==> config.mk <==
export PLATFORM = sky130hd
export DESIGN_NAME = dmem_arbiter
export DESIGN_NICKNAME = d
export VERILOG_FILES = /design/src/rtl/dmem_arbiter.sv
export SDC_FILE = /design/constraint.sdc
export NUM_CORES = 1
export LEC_CHECK = 0
export ABC_AREA = 0
export BUFFER_PORTS_ARGS = -buffer_cell sky130_fd_sc_hd__buf_2
export CORE_MARGIN = 3
export CORE_UTILIZATION = 37
export DETAILED_ROUTE_END_ITERATION = 6
export GPL_TIMING_DRIVEN = 0
export MAX_ROUTING_LAYER = met4
export PLACE_DENSITY = 0.74
export SLEW_MARGIN = 5
export SYNTH_ARGS = -nofsm -noshare
export SYNTH_HDL_FRONTEND = slang
export SYNTH_SLANG_ARGS = --single-unit
==> constraint.sdc <==
create_clock -name clk_i -period 2.2 [get_ports clk_i]
set_input_delay 0.11 -clock clk_i [delete_from_list [all_inputs] [get_ports clk_i]]
set_output_delay 0.11 -clock clk_i [all_outputs]
set_load 0.01 [all_outputs]
==> src/rtl/dmem_arbiter.sv <==
`default_nettype none
// ============================================================================
// Module   : dmem_arbiter
// Brief    : Two-port arbiter for a single-port word-addressed data memory.
//            Port 0 has priority, port 1 gets a starvation guarantee and a
//            lock mode. Define DMEM_ARB_RR_EN for round-robin conflict
//            resolution instead of the starvation counter.
// Revision : 1.0 - initial release
// ============================================================================
module dmem_arbiter #(
    parameter int DW       = 32,
    parameter int ADDRW    = 8,
    parameter int MAX_WAIT = 4
) (
    input  logic             clk_i,
    input  logic             rst_i,
    input  logic             p0_req_i,
    input  logic             p0_we_i,
    input  logic [3:0]       p0_mask_i,
    input  logic [ADDRW-1:0] p0_addr_i,
    input  logic [DW-1:0]    p0_wdata_i,
    output logic             p0_gnt_o,
    output logic             p0_rvalid_o,
    output logic [DW-1:0]    p0_rdata_o,
    input  logic             p1_req_i,
    input  logic             p1_we_i,
    input  logic [3:0]       p1_mask_i,
    input  logic [ADDRW-1:0] p1_addr_i,
    input  logic [DW-1:0]    p1_wdata_i,
    input  logic             p1_lock_i,
    output logic             p1_gnt_o,
    output logic             p1_rvalid_o,
    output logic [DW-1:0]    p1_rdata_o,
    output logic             mem_cs_o,
    output logic             mem_we_o,
    output logic [3:0]       mem_mask_o,
    output logic [ADDRW-1:0] mem_addr_o,
    output logic [DW-1:0]    mem_wdata_o,
    input  logic [DW-1:0]    mem_rdata_i
);

    localparam logic [0:0] ST_ARB   = 1'b0;
    localparam logic [0:0] ST_LOCK1 = 1'b1;

    logic [0:0]    state_q, state_d;
    logic          p0_rvalid_q, p0_rvalid_d;
    logic          p1_rvalid_q, p1_rvalid_d;
    logic [DW-1:0] p0_rdata_q, p0_rdata_d;
    logic [DW-1:0] p1_rdata_q, p1_rdata_d;
    logic          w_gnt0, w_gnt1;
    logic          w_p1_wins;

`ifdef DMEM_ARB_RR_EN
    // 1 = port 1 was granted last; reset value lets port 0 win the first conflict
    logic last_q, last_d;

    always_comb begin
        w_p1_wins = ~last_q;
        last_d    = last_q;
        if (w_gnt0) begin
            last_d = 1'b0;
        end else if (w_gnt1) begin
            last_d = 1'b1;
        end
    end

    always_ff @(posedge clk_i or posedge rst_i) begin
        if (rst_i) begin
            last_q <= 1'b1;
        end else begin
            last_q <= last_d;
        end
    end
`else
    localparam logic [7:0] C_MAX_WAIT = 8'(MAX_WAIT);

    logic [7:0] wait_cnt_q, wait_cnt_d;

    always_comb begin
        w_p1_wins  = (wait_cnt_q == C_MAX_WAIT);
        wait_cnt_d = wait_cnt_q;
        if (!p1_req_i || w_gnt1) begin
            wait_cnt_d = 8'd0;
        end else if (wait_cnt_q != C_MAX_WAIT) begin
            wait_cnt_d = wait_cnt_q + 8'd1;
        end
    end

    always_ff @(posedge clk_i or posedge rst_i) begin
        if (rst_i) begin
            wait_cnt_q <= 8'd0;
        end else begin
            wait_cnt_q <= wait_cnt_d;
        end
    end
`endif

    // State register
    always_ff @(posedge clk_i or posedge rst_i) begin
        if (rst_i) begin
            state_q <= ST_ARB;
        end else begin
            state_q <= state_d;
        end
    end

    // Next-state logic
    always_comb begin
        state_d = state_q;
        case (state_q)
            ST_ARB: begin
                if (w_gnt1 && p1_lock_i) begin
                    state_d = ST_LOCK1;
                end
            end
            ST_LOCK1: begin
                if (!p1_lock_i) begin
                    state_d = ST_ARB;
                end
            end
            default: state_d = ST_ARB;
        endcase
    end

    // Grant outputs; LOCK1 shuts port 0 out even when port 1 is idle
    always_comb begin
        w_gnt0 = 1'b0;
        w_gnt1 = 1'b0;
        case (state_q)
            ST_LOCK1: begin
                w_gnt1 = p1_req_i;
            end
            default: begin
                if (p0_req_i && p1_req_i) begin
                    w_gnt1 = w_p1_wins;
                    w_gnt0 = ~w_p1_wins;
                end else begin
                    w_gnt0 = p0_req_i;
                    w_gnt1 = p1_req_i;
                end
            end
        endcase
    end

    always_comb begin
        mem_cs_o    = w_gnt0 | w_gnt1;
        mem_we_o    = 1'b0;
        mem_mask_o  = 4'd0;
        mem_addr_o  = '0;
        mem_wdata_o = '0;
        if (w_gnt1) begin
            mem_we_o    = p1_we_i;
            mem_mask_o  = p1_mask_i;
            mem_addr_o  = p1_addr_i;
            mem_wdata_o = p1_wdata_i;
        end else if (w_gnt0) begin
            mem_we_o    = p0_we_i;
            mem_mask_o  = p0_mask_i;
            mem_addr_o  = p0_addr_i;
            mem_wdata_o = p0_wdata_i;
        end
    end

    always_comb begin
        p0_rvalid_d = w_gnt0 & ~p0_we_i;
        p1_rvalid_d = w_gnt1 & ~p1_we_i;
        p0_rdata_d  = p0_rvalid_d ? mem_rdata_i : p0_rdata_q;
        p1_rdata_d  = p1_rvalid_d ? mem_rdata_i : p1_rdata_q;
    end

    always_ff @(posedge clk_i or posedge rst_i) begin
        if (rst_i) begin
            p0_rvalid_q <= 1'b0;
            p1_rvalid_q <= 1'b0;
            p0_rdata_q  <= '0;
            p1_rdata_q  <= '0;
        end else begin
            p0_rvalid_q <= p0_rvalid_d;
            p1_rvalid_q <= p1_rvalid_d;
            p0_rdata_q  <= p0_rdata_d;
            p1_rdata_q  <= p1_rdata_d;
        end
    end

    assign p0_gnt_o    = w_gnt0;
    assign p1_gnt_o    = w_gnt1;
    assign p0_rvalid_o = p0_rvalid_q;
    assign p1_rvalid_o = p1_rvalid_q;
    assign p0_rdata_o  = p0_rdata_q;
    assign p1_rdata_o  = p1_rdata_q;

endmodule
`default_nettype wire

Word level (Yosys, flattened, before mapping)
Cells that the tools add are included.

Add/subtract/negate cells: 1. Shift operators: 0. Bitwise gates (word level): 7. Order comparisons: 0. Multiplexer cells: 17. Div/mod/pow operators: 0. Multipliers: 0. Equality and inequality tests: 2. Reduce and logical (&&, ||, !) cells: 5.

Operators by type and width (number): $mux 32 (2); $mux 8 (4); $add 8x1->8 const B (1); $eq 8x3->1 const B (1); $mux 1 (8); $mux 4 (2); $ne 8x3->1 const B (1); $not 1->1 (4); $and 1x1->1 (2); $logic_and 1x1->1 (2); $pmux 1 s2 (1); $reduce_bool 2->1 (1); $logic_not 1->1 (1); $logic_or 1x1->1 (1); $or 1x1->1 (1).

Memory bits (writable): 0. Memories: 0. Register bits after elaboration: 75. Latch bits: 0. Logic and storage cells: 38. Memory bits (read-only): 0. Output and inout bits: 114.

Logic depth before layout (Yosys ltp)
Gate-level depths: netlist (run 1).

Word-level depth: 6. Depth in mapped cells: 8. Depth with buffers taken out: 6.

Least setup slack after synthesis (run 1)
Ideal clock, no wire load.

Kind: flip-flop to flip-flop. Start: register wait_cnt_q[0]. End: register p0_rdata_q[10], in the netlist p0_rdata_o[10]. Arrival: 1731 ps. Slack: 344 ps. Stages on the path, launching flop included: 7. Setup time: 125 ps. Clock period less this slack: 1856 ps. Required time: 2075 ps. Cell sequence: dfrtp_1 > inv_1 > ha_1 > and4bb_2 > a211oi_2 > buf_4 > mux2_2.

Word-level cells in the longest chain between the ends: 5.

Ends and longest elaborated chain: from (decl) (line 77) `logic [7:0] wait_cnt_q, wait_cnt_d;`; from (signal assigned) (line 93) `wait_cnt_q <= wait_cnt_d;`; $eq 8x3->1 (line 80) `w_p1_wins = (wait_cnt_q == C_MAX_WAIT);`; $not 1->1 (line 136) `w_gnt0 = ~w_p1_wins;`; $mux 1 (line 134) `if (p0_req_i && p1_req_i) begin`; $mux 1 (line 129) `case (state_q)`; $and 1x1->1 (line 165) `p0_rvalid_d = w_gnt0 & ~p0_we_i;`; to (signal assigned) (line 180) `p0_rdata_q <= p0_rdata_d;`; to (decl) (line 48) `logic [DW-1:0] p0_rdata_q, p0_rdata_d;`.

Every way passes these cells. A chain may end at the register's enable or synchronous reset.

Worst setup path in the final report (run 1)
Start: register wait_cnt_q[0]. End: output mem_addr_o[3].

Word-level cells in the longest chain between the ends: 6.

Ends and longest elaborated chain: $eq 8x3->1 (*) (line 80); $not 1->1 (line 136); $mux 1 (line 134); $mux 1 (line 129); $mux 8 (line 156) `end else if (w_gnt0) begin`; $mux 8 (*) (line 151) `if (w_gnt1) begin`; to (decl) (line 37) `output logic [ADDRW-1:0] mem_addr_o,`.

Mark *: on every way between the ends. The rest lies on a longest branch, timed or not.

==> reports/qor.csv, run 1 <==
stage;metric;value;unit
setup_path;CP Capture Type;primary output;
floorplan;die height;103;µm
placement;DP HPWL;7950;µm
clock_network;Clock transition at path regs;0.07;ns
power_and_ir_drop;clock network power share;27.4;%
clock_network;Clock Path Buffers;2;
clock_network;Max H-tree Level;3;
logic_synthesis;prevailing post-synth register cell;dfrtp_1;
global_routing;largest net degree at the start of global routing;40;
logic_synthesis;Avg Cell Area, Syn;14.6;µm²
layout;fin area;5490;µm²
logic_synthesis;top-area cell type share of the netlist area;53.9;%
routing;post-route ant nets;0;
setup_path;R2R Setup Slk;0.19;ns
setup_path;critical path required time;2.09;ns
layout;P&R area growth vs syn;57.6;%
routing;Residual DRC;0;
power_and_ir_drop;Pwr per Cell Area;749;nW/µm²
placement;input/output buffers;240;
sta;# setup viols final;0;
setup_path;CP startpoint kind;register;
routing;First-pass DRT Iterations;4;
sta;setup slack after layout;0.0721;ns
power_and_ir_drop;LEAKAGE;0.00288;µW
logic_synthesis;Yosys Warn Count;0;
power_and_ir_drop;switch share;28.5;%
sta;Tightest Pin Transition;0.468;ns
routing;WL/cell;16.5;µm
outcome;status;finished clean;
floorplan;Die W;103;µm
routing;Post-Route WL;10500;µm
logic_synthesis;number of flops mapped to enable cells by yosys;0;
layout;# nets final;656;
job;Max-Cap Viols;0;
sta;Hold WS;0.0248;ns
clock_network;Root Driver;clkbuf_8;
logic_synthesis;Yosys top cell by area;dfrtp_1;
power_and_ir_drop;P_int;2940;µW
global_routing;GR Util All Layers;18.6;%
sta;Hold Vio Cnt, Final;0;
logic_synthesis;post-synthesis cell area;3480;µm²
layout;Post-Route Utilization;61.5;%
floorplan;num ports;241;
floorplan;Initial Utilization;39.0;%
floorplan;CORE AREA;8930;µm²
logic_synthesis;Post-synth ARST share;100;%
global_routing;antenna violations before repair;0;
floorplan;die footprint;10600;µm²
power_and_ir_drop;P_sw;1170;µW
logic_synthesis;Area contributors post-synth;dfrtp_1 (54%), mux2_4 (12%), a22o_1 (12%), mux2_2 (11%), buf_8 (1.3%);
floorplan;FP Rows;34;
logic_synthesis;Synth cell types;25;
power_and_ir_drop;logic gate share of total power;30.2;%
clock_network;clk_lat worst skew;0.34;ns
sta;fin crit period;2.13;ns
clock_network;CTS tree;yes;
logic_synthesis;Seq cells post-synth;75;
routing;via count;3108;
global_routing;grt ovf;0;
placement;placed inst area;4840;µm²
layout;diode count;0;
logic_synthesis;synth cell count leaders;dfrtp_1 (75), a22o_1 (46), mux2_2 (35);
logic_synthesis;Post-Synthesis Cells;238;
logic_synthesis;syn nets;367;
global_routing;first-pass GRT wire length;14900;µm
sta;period utilisation layout;96.7;%
power_and_ir_drop;Sequential Power Share;42.4;%
sta;skew final;0.0128;ns
logic_synthesis;top-count cell post-synth;dfrtp_1;
setup_path;WP data arrival;2.02;ns
clock_network;CTS Buf Count;9;
placement;GP Congestion;0.752;
global_routing;vias in the first global route;2981;
setup_path;CP Class;register to primary output;
power_and_ir_drop;VDD IR-drop max;0.484;mV
sta;setup TNS;0;ns
routing;Avg Vias per Cell;4.86;
sta;fin. max-slew vios;0;
worst_hold_path;hold crit path type;input port to register;
logic_synthesis;sequential element share of the synthesized area;53.9;%
layout;share of layout cells above drive strength 1;67.0;%
routing;Initial DRC Count;60;
clock_network;CTS sink count;75;
sta;Fmax achieved;0.470;GHz
setup_path;largest fanout on the critical path;5;
sta;slew margin rel.;68.7;%
placement;Setup WS pre-CTS;-0.0861;ns
## kinds of logic after synthesis
family                     share of synthesized area, %
xor gates and xnor gates                           1.51
muxes                                              23.8
and+or+nand+nor                                    3.91
AOI/OAI and AO/OA                                  12.3
adders and majority gates                         0.718
buffers and inverters                              3.91
DFF                                                53.9
## power by group through the flow
stage / clock network, µW / logic, µW / registers, µW
2_1_floorplan: 0 / 516 / 1880
3_3_place_gp: 0 / 1150 / 1760
3_5_place_dp: 0 / 1180 / 1760
4_1_cts: 1170 / 1230 / 1750
5_1_grt: 1230 / 1340 / 1780
6_report: 1130 / 1240 / 1740
## path summary, 6_finish.rpt
check,to,depth (start not counted),start
max,mem_addr_o[3],8,wait_cnt_q[0]
min,p0_rdata_o[17],2,mem_rdata_i[17]
min reg2reg,state_q,1,state_q
max reg2reg,p0_rdata_o[3],6,wait_cnt_q[0]
max in group asynchronous,p1_rdata_o[22],4,rst_i
min in group asynchronous,p1_rdata_o[15],3,rst_i
## state kept, by name, indices dropped and copies added, names as in the netlist
| signal | count |
|---|---|
| p1_rvalid_o | 1 |
| p1_rdata_o | 32 |
| wait_cnt_q | 8 |
| p0_rvalid_o | 1 |
| state_q | 1 |
| p0_rdata_o | 32 |
## metal layers
layer  vias to the layer above  wire length, µm  track usage, %
met5                         -                0               -
met2                       133             5170            28.5
met4                         0               85            4.48
li1                       1458                -               -
met3                         9              759            4.33
met1                      1508             4540            25.2
## critical path: stages, from the launching register on
cell	delay, ns
dfrtp_1	0.35
inv_1	0.05
ha_1	0.18
and4bb_4	0.24
a22o_4	0.25
buf_6	0.14
buf_8	0.13
a22o_1	0.21
buf_2	0.14
## cells in the final DEF (no fill, tap or decap), types with 2 or more instances in the layout
master,n
ha_1,2
nand3_1,3
bufinv_16,2
mux2_4,29
buf_2,241
nor2_1,8
clkbuf_2,2
clkbuf_8,9
nand2b_1,2
mux2_2,35
clkinv_2,2
buf_8,4
xor2_1,3
a22o_1,45
xnor2_1,3
nand2_1,3
and3_1,2
dlygate4sd3_1,27
buf_6,5
buf_4,13
dfrtp_1,72
inv_1,2
dfrtp_2,3
## per-stage QoR
stage / instances / power [µW]
2_1_floorplan: 238 / 2400
3_3_place_gp: 586 / 2910
3_5_place_dp: 587 / 2940
4_1_cts: 631 / 4140
5_1_grt: 639 / 4350
6_report: 639 / 4120
## area by class of cell
class                   count  area (µm²)
inverters                   3        13.8
well taps                 108         135
multi-input cells         143        1500
clock inverters             5        78.8
flip-flops and latches     75        1880
plain buffers              17         171
repair buffers            278        1580
fillers                   734        3440
clock buffers              10         128
## repair_timing
item	CTS	global route
gates cloned	0	2
pin swaps	1	4
endpoints found under the setup margin	75	38
endpoints found under the hold margin	71	1
hold buffers	26	1
resized for setup	15	11
buffers inserted	3	5
(Power assumes the default switching activity.)
==> run 2, diff against run 1 <==
GPL_TIMING_DRIVEN = unset   (was 0)
==> reports/qor.csv, run 2 (same netlist as run 1, synthesis figures left out) <==
stage;metric;value;unit
clock_network;clk_lat worst skew;0.33;ns
setup_path;FF-to-FF path depth;7;
setup_path;WP data arrival;2.00;ns
floorplan;FP Rows;34;
setup_path;CP Capture Type;primary output;
floorplan;die height;103;µm
placement;DP HPWL;7610;µm
placement;placed cell count;576;
sta;RSZ-0062 raised after global routing;false;
layout;# fillers;733;
setup_path;largest fanout on the critical path;24;
routing;post-route ant nets;0;
layout;most frequent cells in the layout;buf_2 (240), dfrtp_1 (75), a22o_1 (45);
clock_network;Clock Path Buffers;2;
global_routing;antenna violations before repair;0;
sta;setup TNS;0;ns
sta;fin crit period;2.11;ns
sta;slew margin rel.;50.8;%
floorplan;num ports;241;
setup_path;CP startpoint kind;register;
floorplan;CORE AREA;8930;µm²
outcome;status;finished clean;
placement;GP Congestion;0.774;
routing;Initial DRC Count;76;
routing;via count;3008;
global_routing;largest net degree at the start of global routing;49;
floorplan;Die W;103;µm
layout;diode count;0;
setup_path;reg-to-reg startpoint;wait_cnt_q[0];
layout;most common cell after layout, fill and taps aside;buf_2;
clock_network;CTS tree;yes;
routing;WL/cell;16.7;µm
clock_network;CTS sink count;75;
global_routing;grt ovf;0;
sta;fin. max-slew vios;0;
power_and_ir_drop;Total Power;4110;µW
setup_path;Worst Path Buf+Inv;3;
global_routing;vias in the first global route;2852;
power_and_ir_drop;VDD IR-drop max;0.579;mV
setup_path;Critical Path Source;wait_cnt_q[0];
floorplan;Initial Utilization;39.0;%
setup_path;CP max stage delay;0.36;ns
sta;Tightest Pin Transition;0.737;ns
routing;Avg Vias per Cell;4.97;
setup_path;critical-path cell list;inv_1 -> ha_1 -> and4bb_2 -> a22o_4 -> buf_12 -> a22o_1 -> buf_2;
setup_path;Levels on crit path;7;
worst_hold_path;hold depth;2;
layout;Final Non-Filler Cells;605;
routing;Post-Route WL;10100;µm
clock_network;CTS Buf Count;9;
setup_path;CP Class;register to primary output;
setup_path;Top delay family on crit path;compound AO/OA/AOI/OAI gates;
clock_network;Clock transition at path regs;0.08;ns
global_routing;GR Util All Layers;17.3;%
layout;P&R area growth vs syn;49.3;%
routing;First-pass DRT Iterations;4;
layout;Post-Route Utilization;58.2;%
placement;input/output buffers;240;
layout;share of layout cells above drive strength 1;68.0;%
setup_path;critical path's slowest cell;dfrtp_1;
sta;period utilisation layout;96.0;%
sta;# setup viols final;0;
power_and_ir_drop;Pwr per Cell Area;789;nW/µm²
routing;Residual DRC;0;
clock_network;Max H-tree Level;3;
power_and_ir_drop;LEAKAGE;0.00273;µW
worst_hold_path;hold crit path type;input port to register;
clock_network;Root Driver;clkbuf_8;
floorplan;die footprint;10600;µm²
global_routing;first-pass GRT wire length;13900;µm
setup_path;critical path required time;2.09;ns
worst_hold_path;worst hold start;mem_rdata_i[24];
job;Max-Cap Viols;0;
sta;Hold Vio Cnt, Final;0;
layout;# nets final;621;
sta;Fmax achieved;0.474;GHz
sta;skew final;0.0121;ns
run 2: per-stage QoR:
step	hold WS, ns	worst slack [ns]	area (µm²)
after global routing	0.00380	0.00617	5200
after floorplan	0.232	0.180	3480
after detailed placement	0.281	0.0969	4820
final	0.0211	0.0889	5200
after global placement	0.270	0.170	4820
after CTS	0.000642	0.00788	5160
run 2: layout make-up:
type | count | area [µm²] | share of cell area (%)
timing repair buffer | 260 | 1450 | 27.9
clock buffer | 11 | 141 | 2.72
inverter | 3 | 11.3 | 0.216
sequential | 75 | 1880 | 36.1
clock inverter | 5 | 85.1 | 1.64
tap | 108 | 135 | 2.60
multi-input combinational | 143 | 1500 | 28.8
run 2: path summary, 6_finish.rpt:
kind / end / slack [ns]
min in group asynchronous: p1_rdata_o[10] / 0.45
setup reg to reg: p1_rdata_o[31] / 0.16
setup / recovery: mem_wdata_o[30] / 0.09
hold / removal: p1_rdata_o[24] / 0.02
hold reg to reg: p0_rdata_o[3] / 0.50
max in group asynchronous: p1_rdata_o[1] / 1.07
run 2: repair_timing:
action	CTS	global route
pin swaps	0	1
gates cloned	1	0
endpoints found under the setup margin	46	22
buffers inserted	3	1
gates resized for setup	5	1
hold endpoints to repair	36	5
hold buffers	4	4
run 2: routing by layer:
metal / up-vias / share of wire [%] / global-route usage [%]
li1: 1394 / - / -
met1: 1459 / 43 / 22.8
met2: 147 / 50 / 26.8
met3: 8 / 6.8 / 4.40
met4: 0 / 0.67 / 4.18
met5: - / 0 / -
run 2: where the power goes:
group	switching (µW)	internal, µW	total (µW)	leakage [µW]
Combinational	534	653	1190	0.00171
Clock	491	676	1170	0.000110
Sequential	133	1620	1750	0.000904
Total	1160	2950	4110	0.00273
==> run 3, diff against run 2 <==
PLACE_DENSITY = 0.81   (was 0.74)
==> reports/qor.csv, run 3 (same netlist as run 1, synthesis figures left out) <==
stage;metric;value;unit
outcome;status;finished clean;
global_routing;grt ovf;0;
sta;fin crit period;2.12;ns
setup_path;WP data arrival;2.01;ns
setup_path;CP max stage delay;0.38;ns
power_and_ir_drop;LEAKAGE;0.00279;µW
clock_network;Max H-tree Level;3;
global_routing;antenna violations before repair;4;
layout;# nets final;637;
setup_path;largest fanout on the critical path;24;
routing;Post-Route WL;11500;µm
sta;Hold WS;0.0270;ns
floorplan;FP Rows;34;
power_and_ir_drop;P_int;2860;µW
routing;Met2 Wirelength;5620;µm
worst_hold_path;hold crit path type;input port to register;
setup_path;CP startpoint kind;register;
layout;most common cell after layout, fill and taps aside;buf_2;
power_and_ir_drop;Sequential Power Share;42.9;%
layout;share of layout cells above drive strength 1;66.3;%
placement;GP Congestion;0.861;
routing;Routed met3 length;994;µm
sta;Tightest Pin Transition;0.702;ns
power_and_ir_drop;Pwr per Cell Area;758;nW/µm²
setup_path;CP Capture Type;primary output;
layout;multi-input logic area;1500;µm²
setup_path;R2R Setup Slk;0.16;ns
global_routing;vias in the first global route;3006;
floorplan;die footprint;10600;µm²
placement;input/output buffers;240;
layout;P&R area growth vs syn;54.8;%
routing;routed metal-1 wirelength;4770;µm
layout;# fillers;748;
sta;skew final;0.00786;ns
floorplan;Die W;103;µm
sta;Hold Vio Cnt, Final;0;
power_and_ir_drop;logic gate share of total power;30.1;%
clock_network;CTS tree;yes;
power_and_ir_drop;VDD IR-drop max;0.540;mV
floorplan;CORE AREA;8930;µm²
clock_network;Clock transition at path regs;0.08;ns
clock_network;Clock Path Buffers;2;
placement;DP HPWL;8470;µm
job;Max-Cap Viols;0;
sta;fin. max-slew vios;0;
global_routing;GR Util All Layers;20.2;%
routing;WL/cell;18.4;µm
power_and_ir_drop;clock network power share;26.9;%
global_routing;largest net degree at the start of global routing;47;
power_and_ir_drop;switch share;29.9;%
setup_path;critical path's slowest cell;dfrtp_1;
sta;RSZ-0062 raised after global routing;false;
setup_path;critical-path cell list;inv_1 -> ha_2 -> and4bb_2 -> a22o_4 -> buf_12 -> a22o_1 -> buf_2;
clock_network;clk_lat worst skew;0.33;ns
clock_network;CTS Buf Count;9;
routing;First-pass DRT Iterations;4;
routing;Initial DRC Count;124;
clock_network;Root Driver;clkbuf_8;
sta;period utilisation layout;96.2;%
floorplan;die height;103;µm
floorplan;Initial Utilization;39.0;%
routing;post-route ant nets;0;
routing;Avg Vias per Cell;5.00;
routing;via count;3136;
routing;Top Layer Used;met4;
layout;FF/Latch Area;1880;µm²
sta;Fmax achieved;0.473;GHz
setup_path;critical path required time;2.09;ns
sta;slew margin rel.;53.1;%
routing;Residual DRC;0;
sta;# setup viols final;0;
layout;most frequent cells in the layout;buf_2 (240), dfrtp_1 (75), a22o_1 (45);
power_and_ir_drop;P_sw;1220;µW
clock_network;CTS sink count;75;
global_routing;first-pass GRT wire length;15800;µm
sta;setup TNS;0;ns
floorplan;num ports;241;
setup_path;CP Class;register to primary output;
## run 3: repair_timing
| item | in CTS | in global routing |
|---|---|---|
| endpoints found under the hold margin | 56 | 3 |
| buffers inserted | 2 | 0 |
| resized for setup | 3 | 1 |
| hold buffers | 21 | 3 |
| pin swaps | 1 | 1 |
| setup endpoints to repair | 1 | 2 |
| gates cloned | 1 | 1 |
## run 3: area by class of cell
type,instances,area share (%)
Antenna cell,6,0.278
Clock buffer,10,2.55
Clock inverter,6,1.32
Inverter,3,0.209
Multi-Input combinational cell,143,27.8
Sequential cell,75,34.8
Tap cell,108,2.51
Timing Repair Buffer,276,30.5
## run 3: routing by layer
layer	GRT usage [%]	vias up
met1	26.2	1549
met2	31.1	146
met3	6.50	13
met4	4.68	0
li1	-	1428
met5	-	-
## run 3: final timing paths
kind,start,endpoint,cells after the start
max reg2reg,wait_cnt_q[1],p0_rdata_o[18],7
min reg2reg,state_q,state_q,1
max,wait_cnt_q[1],mem_wdata_o[26],7
min,mem_rdata_i[22],p1_rdata_o[22],2
max in group asynchronous,rst_i,p0_rdata_o[23],4
min in group asynchronous,rst_i,p1_rdata_o[29],3
## run 3: worst max-delay path: cells and delay by family (launching register included)
family                   cells  cell delay [ns]
AO/OA/AOI/OAI                2             0.48
adder cells (fa/ha/maj)      1             0.15
buffers and inverters        3             0.38
flip-flops                   1             0.38
AND/OR/NAND/NOR              1             0.27
## run 3: per-stage QoR
step                setup slack [ns]  total power [µW]  cell area [µm²]  instances  utilization, %
floorplan                      0.180              2400             3480        238               -
global placement               0.197              2920             4850        577            54.3
detailed placement             0.154              2960             4850        577            54.3
CTS                           0.0601              4120             5320        617            59.6
global route                 0.00924              4300             5390        625            60.3
finish                        0.0841              4090             5390        627            60.4
## run 3: power by group through the flow
stage	Combinational (µW)	Clock, µW	Sequential, µW
after detailed placement	1180	0	1770
after global routing	1320	1190	1790
after global placement	1150	0	1770
final	1230	1100	1760
after CTS	1230	1130	1760
after floorplan	516	0	1880
